[config.mk]
export PLATFORM = sky130hd
export DESIGN_NAME = time_entry
export DESIGN_NICKNAME = d
export VERILOG_FILES = /design/src/rtl/time_entry.sv
export SDC_FILE = /design/constraint.sdc
export NUM_CORES = 1
export LEC_CHECK = 0
export ABC_AREA = 1
export CORE_AREA = 4 4 110 112
export CTS_BUF_LIST = sky130_fd_sc_hd__clkbuf_4
export DETAILED_ROUTE_END_ITERATION = 10
export DIE_AREA = 0 0 114 116
export GPL_ROUTABILITY_DRIVEN = 0
export GPL_TIMING_DRIVEN = 0
export PLACE_DENSITY_LB_ADDON = 0.25
export SLEW_MARGIN = 20
export SYNTH_ARGS = -nofsm -noshare
export SYNTH_HDL_FRONTEND = slang
export SYNTH_SLANG_ARGS = --single-unit
[constraint.sdc]
create_clock -name clock -period 2.4 [get_ports clock]
set_input_delay 0.72 -clock clock [delete_from_list [all_inputs] [get_ports clock]]
set_output_delay 0.72 -clock clock [all_outputs]
set_load 0.02 [all_outputs]
[src/rtl/time_entry.sv]
// time_entry: operator time-entry stage feeding the microwave countdown timer.
//   Turns raw push-button levels into an edited MM:SS value held as four BCD
//   digits. Supports per-digit up/down with auto-repeat, cursor selection,
//   +30 s and clear. All edits are frozen while lock is high.
//
// Ports:
//   clock      system clock
//   reset      synchronous, active-high reset
//   btn_up     raw level, increments the selected digit (auto-repeats)
//   btn_down   raw level, decrements the selected digit (auto-repeats)
//   btn_next   raw level, advances the cursor
//   btn_add30  raw level, adds 30 s to the whole value (saturates at 99:59)
//   btn_clear  raw level, zeroes the value and the cursor
//   lock       high while the timer runs or is paused; edits ignored
//   min        binary minutes 0..99
//   sec        binary seconds 0..59
//   cursor     0 = sec units, 1 = sec tens, 2 = min units, 3 = min tens
//   blink      flash strobe for the selected digit (0 while locked)
//   zero       high when the value is 00:00

module time_entry #(
    parameter int HOLD_CYCLES   = 50_000_000,
    parameter int REPEAT_CYCLES = 10_000_000,
    parameter int BLINK_HALF    = 25_000_000
) (
    input  logic       clock,
    input  logic       reset,
    input  logic       btn_up,
    input  logic       btn_down,
    input  logic       btn_next,
    input  logic       btn_add30,
    input  logic       btn_clear,
    input  logic       lock,
    output logic [6:0] min,
    output logic [6:0] sec,
    output logic [1:0] cursor,
    output logic       blink,
    output logic       zero
);

    localparam logic [26:0] HOLD_C   = 27'(HOLD_CYCLES);
    localparam logic [26:0] RELOAD_C = 27'(HOLD_CYCLES - REPEAT_CYCLES);
    localparam logic [26:0] BLINK_C  = 27'(BLINK_HALF - 1);

    logic [3:0]  su, st, mu, mt;
    logic [3:0]  su_n, st_n, mu_n, mt_n;
    logic [1:0]  cursor_n;
    logic        p_up, p_down, p_next, p_add30, p_clear;
    logic [26:0] rc;
    logic        rep_arm;
    logic [26:0] bc;

    logic e_up, e_down, e_next, e_add30, e_clear;
    logic one_held, rc_hit, rep_step, do_inc, do_dec;

    assign e_up    = btn_up    & ~p_up;
    assign e_down  = btn_down  & ~p_down;
    assign e_next  = btn_next  & ~p_next;
    assign e_add30 = btn_add30 & ~p_add30;
    assign e_clear = btn_clear & ~p_clear;

    assign one_held = btn_up ^ btn_down;
    assign rc_hit   = (rc + 27'd1) == HOLD_C;
    // Repeat only continues a hold that began with a real edge, so a button
    // still held across reset or unlock never starts repeating on its own.
    assign rep_step = rep_arm & one_held & rc_hit & ~e_up & ~e_down;
    assign do_inc   = e_up   | (rep_step & btn_up);
    assign do_dec   = e_down | (rep_step & btn_down);

    // Wrapping step of a single digit; no carry or borrow into neighbours.
    function automatic logic [3:0] digit_step(input logic [3:0] d,
                                              input logic [3:0] maxv,
                                              input logic       up);
        if (up) return (d == maxv) ? 4'd0 : d + 4'd1;
        else    return (d == 4'd0) ? maxv : d - 4'd1;
    endfunction

    always_comb begin
        su_n     = su;
        st_n     = st;
        mu_n     = mu;
        mt_n     = mt;
        cursor_n = cursor;
        if (!lock) begin
            if (e_clear) begin
                su_n     = 4'd0;
                st_n     = 4'd0;
                mu_n     = 4'd0;
                mt_n     = 4'd0;
                cursor_n = 2'd0;
            end else if (e_add30) begin
                // +30 s touches only st and carries into minutes when st >= 3;
                // the only overflow case is 99:30..99:59.
                if (st >= 4'd3) begin
                    if (mt == 4'd9 && mu == 4'd9) begin
                        su_n = 4'd9;
                        st_n = 4'd5;
                    end else begin
                        st_n = st - 4'd3;
                        if (mu == 4'd9) begin
                            mu_n = 4'd0;
                            mt_n = mt + 4'd1;
                        end else begin
                            mu_n = mu + 4'd1;
                        end
                    end
                end else begin
                    st_n = st + 4'd3;
                end
            end else if (do_inc ^ do_dec) begin
                case (cursor)
                    2'd0:    su_n = digit_step(su, 4'd9, do_inc);
                    2'd1:    st_n = digit_step(st, 4'd5, do_inc);
                    2'd2:    mu_n = digit_step(mu, 4'd9, do_inc);
                    default: mt_n = digit_step(mt, 4'd9, do_inc);
                endcase
            end
            // Clear homes the cursor and takes precedence over next.
            if (e_next && !e_clear) cursor_n = cursor + 2'd1;
        end
    end

    always_ff @(posedge clock) begin
        if (reset) begin
            su      <= 4'd0;
            st      <= 4'd0;
            mu      <= 4'd0;
            mt      <= 4'd0;
            cursor  <= 2'd0;
            blink   <= 1'b0;
            bc      <= 27'd0;
            rc      <= 27'd0;
            rep_arm <= 1'b0;
            // Load history from the live levels so a held button is not
            // seen as a fresh press when reset releases.
            p_up    <= btn_up;
            p_down  <= btn_down;
            p_next  <= btn_next;
            p_add30 <= btn_add30;
            p_clear <= btn_clear;
        end else begin
            su      <= su_n;
            st      <= st_n;
            mu      <= mu_n;
            mt      <= mt_n;
            cursor  <= cursor_n;
            p_up    <= btn_up;
            p_down  <= btn_down;
            p_next  <= btn_next;
            p_add30 <= btn_add30;
            p_clear <= btn_clear;

            if (lock || !one_held || e_up || e_down) begin
                rc      <= 27'd0;
                rep_arm <= !lock && one_held && (e_up || e_down);
            end else if (rep_arm) begin
                rc <= rc_hit ? RELOAD_C : rc + 27'd1;
            end

            if (lock) begin
                blink <= 1'b0;
                bc    <= 27'd0;
            end else if (bc == BLINK_C) begin
                blink <= ~blink;
                bc    <= 27'd0;
            end else begin
                bc <= bc + 27'd1;
            end
        end
    end

    assign min  = 7'(mt) * 7'd10 + 7'(mu);
    assign sec  = 7'(st) * 7'd10 + 7'(su);
    assign zero = (su == 4'd0) && (st == 4'd0) && (mu == 4'd0) && (mt == 4'd0);

endmodule

==> metrics.txt, run 1 <==
Setup Skew 0.0426 ns; # rows 39; FMAX 0.339 GHz; worst vdd ir 0.000375 V; slew margin rel. 61.0%; CTS H-tree lvls 3; Initial Util 51.2%; Synth area leaders dfxtp_1 28%, nand2_1 16%, nor2_1 7.6%; Place WS -0.662 ns; Fin Setup TNS -7.65 ns; grt met1 use 30.4%; Critical Path Sink Type output pin; ant diodes 0; CTS tree done; most numerous cell in the Yosys netlist nand2_1; number of synthesized flops with an enable pin 0; Worst Max-Slew Pin Slew 0.585 ns; GR Util All Layers 22.8%; Pwr per Cell Area 429 nW/um^2; Die H 116 um; RSZ-0062 raised after global routing yes; setup ws final -0.549 ns; met3 Use GR 3.39%; GR peak layer met2; Final Max Tran Viols 0; fillers 933; worst hold path depth 1; initial DRC count 401; Remaining Overflow, GRT 0; Fin. Hold Viols 0; dominant cell type by area after synthesis dfxtp_1; worst hold path class register to register; vias per inst 5.24; total power 3.30 mW; synth unique cells 44; largest net degree at the start of global routing 16; YS warnings 0; Avg Inst Size Synth 6.40 sq um; Leakage 3.30 nW; antenna violations before repair 0; clk sinks 79; # hold bufs at CTS 0; post-route minimum period 2.95 ns; clk_lat worst skew 0.49 ns; M2 GR Usage 37.7%; Die Footprint 13200 sq um; # IOs 26; first-pass GRT wire length 24.7 mm; post-synth net total 940; Mapped Area 5750 sq um; CTS root buf clkbuf_4; top cells by count, synth 247 x nand2_1, 116 x nor2_1, 113 x inv_1, 79 x dfxtp_1, 65 x nand3_1; failing checks setup timing; DRC 0; Longest Clk Path Bufs 2; Inserted Clock Buffers 9; dpl hpwl 10.1 mm; Seq/Total Area, Yosys 27.5%; vias in the first global route 5494; fin crit share 123%; Worst Path Max Fanout 4; remaining antenna violation count 0; register bit total from synthesis 79; Vias 5974; Post-Route WL 15.6 mm; top_reg_cell synth dfxtp_1; nets 1035; status finished with violations; CP Class register to output pin; Worst EP arrival 2.23 ns; CORE AREA 11200 sq um; Area Overhead vs Synth 34.0%; CP startpoint kind register; DRT Pass-1 Iters 5; DR WL/cell 13.7 um; R2R depth 22; number of buffers added on ports 25; hold_ws 0.444 ns; CP required 1.68 ns; Die W 114 um; CTS clk-pin slew, worst paths 0.13 ns; setup violators final 27; Final Core Density 68.6%; post-synth top area share 27.5%; fraction of layout cells with a size suffix above 1 32.5%; FFs w/ async S/R, synth 0%; Synth Instances 898; max-cap violations 0
## final timing paths
path,startpoint,endpoint,slack (ns)
worst max-delay path,mt[1],min[6],-0.55
worst min-delay path,bc[0],bc[0],0.44
worst max register to register,rc[0],su[2],-0.33
worst min register to register,bc[0],bc[0],0.44
## through the flow
step	instances	cell area (sq um)
6_report	1141	7700
5_1_grt	1141	7700
4_1_cts	1114	7090
3_5_place_dp	1066	6310
3_3_place_gp	1066	6310
2_1_floorplan	898	5880
## cell families after synthesis
family	share of synthesized area, %
XOR/XNOR	4.12
adder cells (fa/ha/maj)	7.93
buffers and inverters	9.08
AND/OR/NAND/NOR	40.8
flip-flops	27.5
AO/OA/AOI/OAI	10.5
## what timing repair did
item,CTS,global route
setup buffers,30,26
gates resized for setup,183,134
endpoints found under the hold margin,0,0
gates cloned,2,1
pin swaps,35,53
setup endpoints to repair,47,54
## placed cells by master, fill, tap and decap left out, types with 4 or more instances in the layout
cell type / Yosys / final
nand2_1: 247 / 205
inv_1: 113 / 97
nor2_1: 116 / 88
buf_4: 2 / 55
nand3_1: 65 / 50
nand2_2: 12 / 46
a21oi_1: 54 / 46
dfxtp_1: 79 / 43
o21ai_0: 39 / 33
nor2_2: 4 / 24
dfxtp_2: 0 / 22
nand3_2: 4 / 18
buf_6: 0 / 17
ha_1: 30 / 16
inv_2: 3 / 14
xor2_1: 19 / 14
nand2_4: 6 / 14
nor2_4: 5 / 14
nand4_1: 14 / 14
dfxtp_4: 0 / 14
ha_4: 0 / 13
nor3_1: 15 / 10
clkdlybuf4s50_1: 0 / 10
clkbuf_4: 0 / 9
clkbuf_1: 14 / 8
a21oi_2: 0 / 7
o21ai_1: 2 / 6
inv_6: 0 / 5
xnor2_1: 8 / 5
nand3_4: 3 / 4
xor2_2: 0 / 4
nor3_2: 1 / 4
or2_2: 4 / 4
nor3b_1: 5 / 4
## layer usage
| layer | vias up | share of wire, % | routed length [um] |
|---|---|---|---|
| li1 | 3065 | - | - |
| met1 | 2732 | 46 | 7240 |
| met2 | 149 | 48 | 7460 |
| met3 | 28 | 4.2 | 652 |
| met4 | 0 | 1.8 | 274 |
| met5 | - | 0 | 0 |
## report_power, final
group	switching [mW]	leakage, nW	internal, mW
Clock	0.539	0.0975	0.537
Combinational	0.487	2.54	0.367
Sequential	0.0385	0.662	1.34
## flip-flops by register name, indices dropped and copies added (netlist names)
signal,cells
bc,27
blink,1
cursor,2
mt,4
mu,4
p_add30,1
p_clear,1
p_down,1
p_next,1
p_up,1
rc,27
rep_arm,1
st,4
su,4
## layout make-up
class                           instances  area (sq um)  share of cell area [%]
Sequential cell                        79          1660                    21.6
Tap cell                              143           179                    2.32
Timing Repair Buffer                   83           721                    9.36
Buffer                                 18           105                    1.37
Inverter                              118           469                    6.10
Clock buffer                            9          67.6                   0.878
Multi-Input combinational cell        684          4370                    56.8
Clock inverter                          7           124                    1.61
## worst max-delay path, cell delays in order, from the launching register on
cell and delay (ns):
dfxtp_4 0.38, ha_4 0.21, ha_4 0.15, fa_1 0.51, nor3b_4 0.22, xor2_2 0.16, buf_6 0.13
(Power assumes the default switching activity.)
==> inputs of run 2 (changes only) <==
--- a/config.mk
+++ b/config.mk
@@ -12,6 +12,7 @@
 export DIE_AREA = 0 0 114 116
 export GPL_ROUTABILITY_DRIVEN = 0
 export GPL_TIMING_DRIVEN = 0
+export HOLD_SLACK_MARGIN = 0.12
 export PLACE_DENSITY_LB_ADDON = 0.25
 export SLEW_MARGIN = 20
 export SYNTH_ARGS = -nofsm -noshare
==> results of run 2 <==
No change in the layout: final DEF, timing and power equal those of run 1.
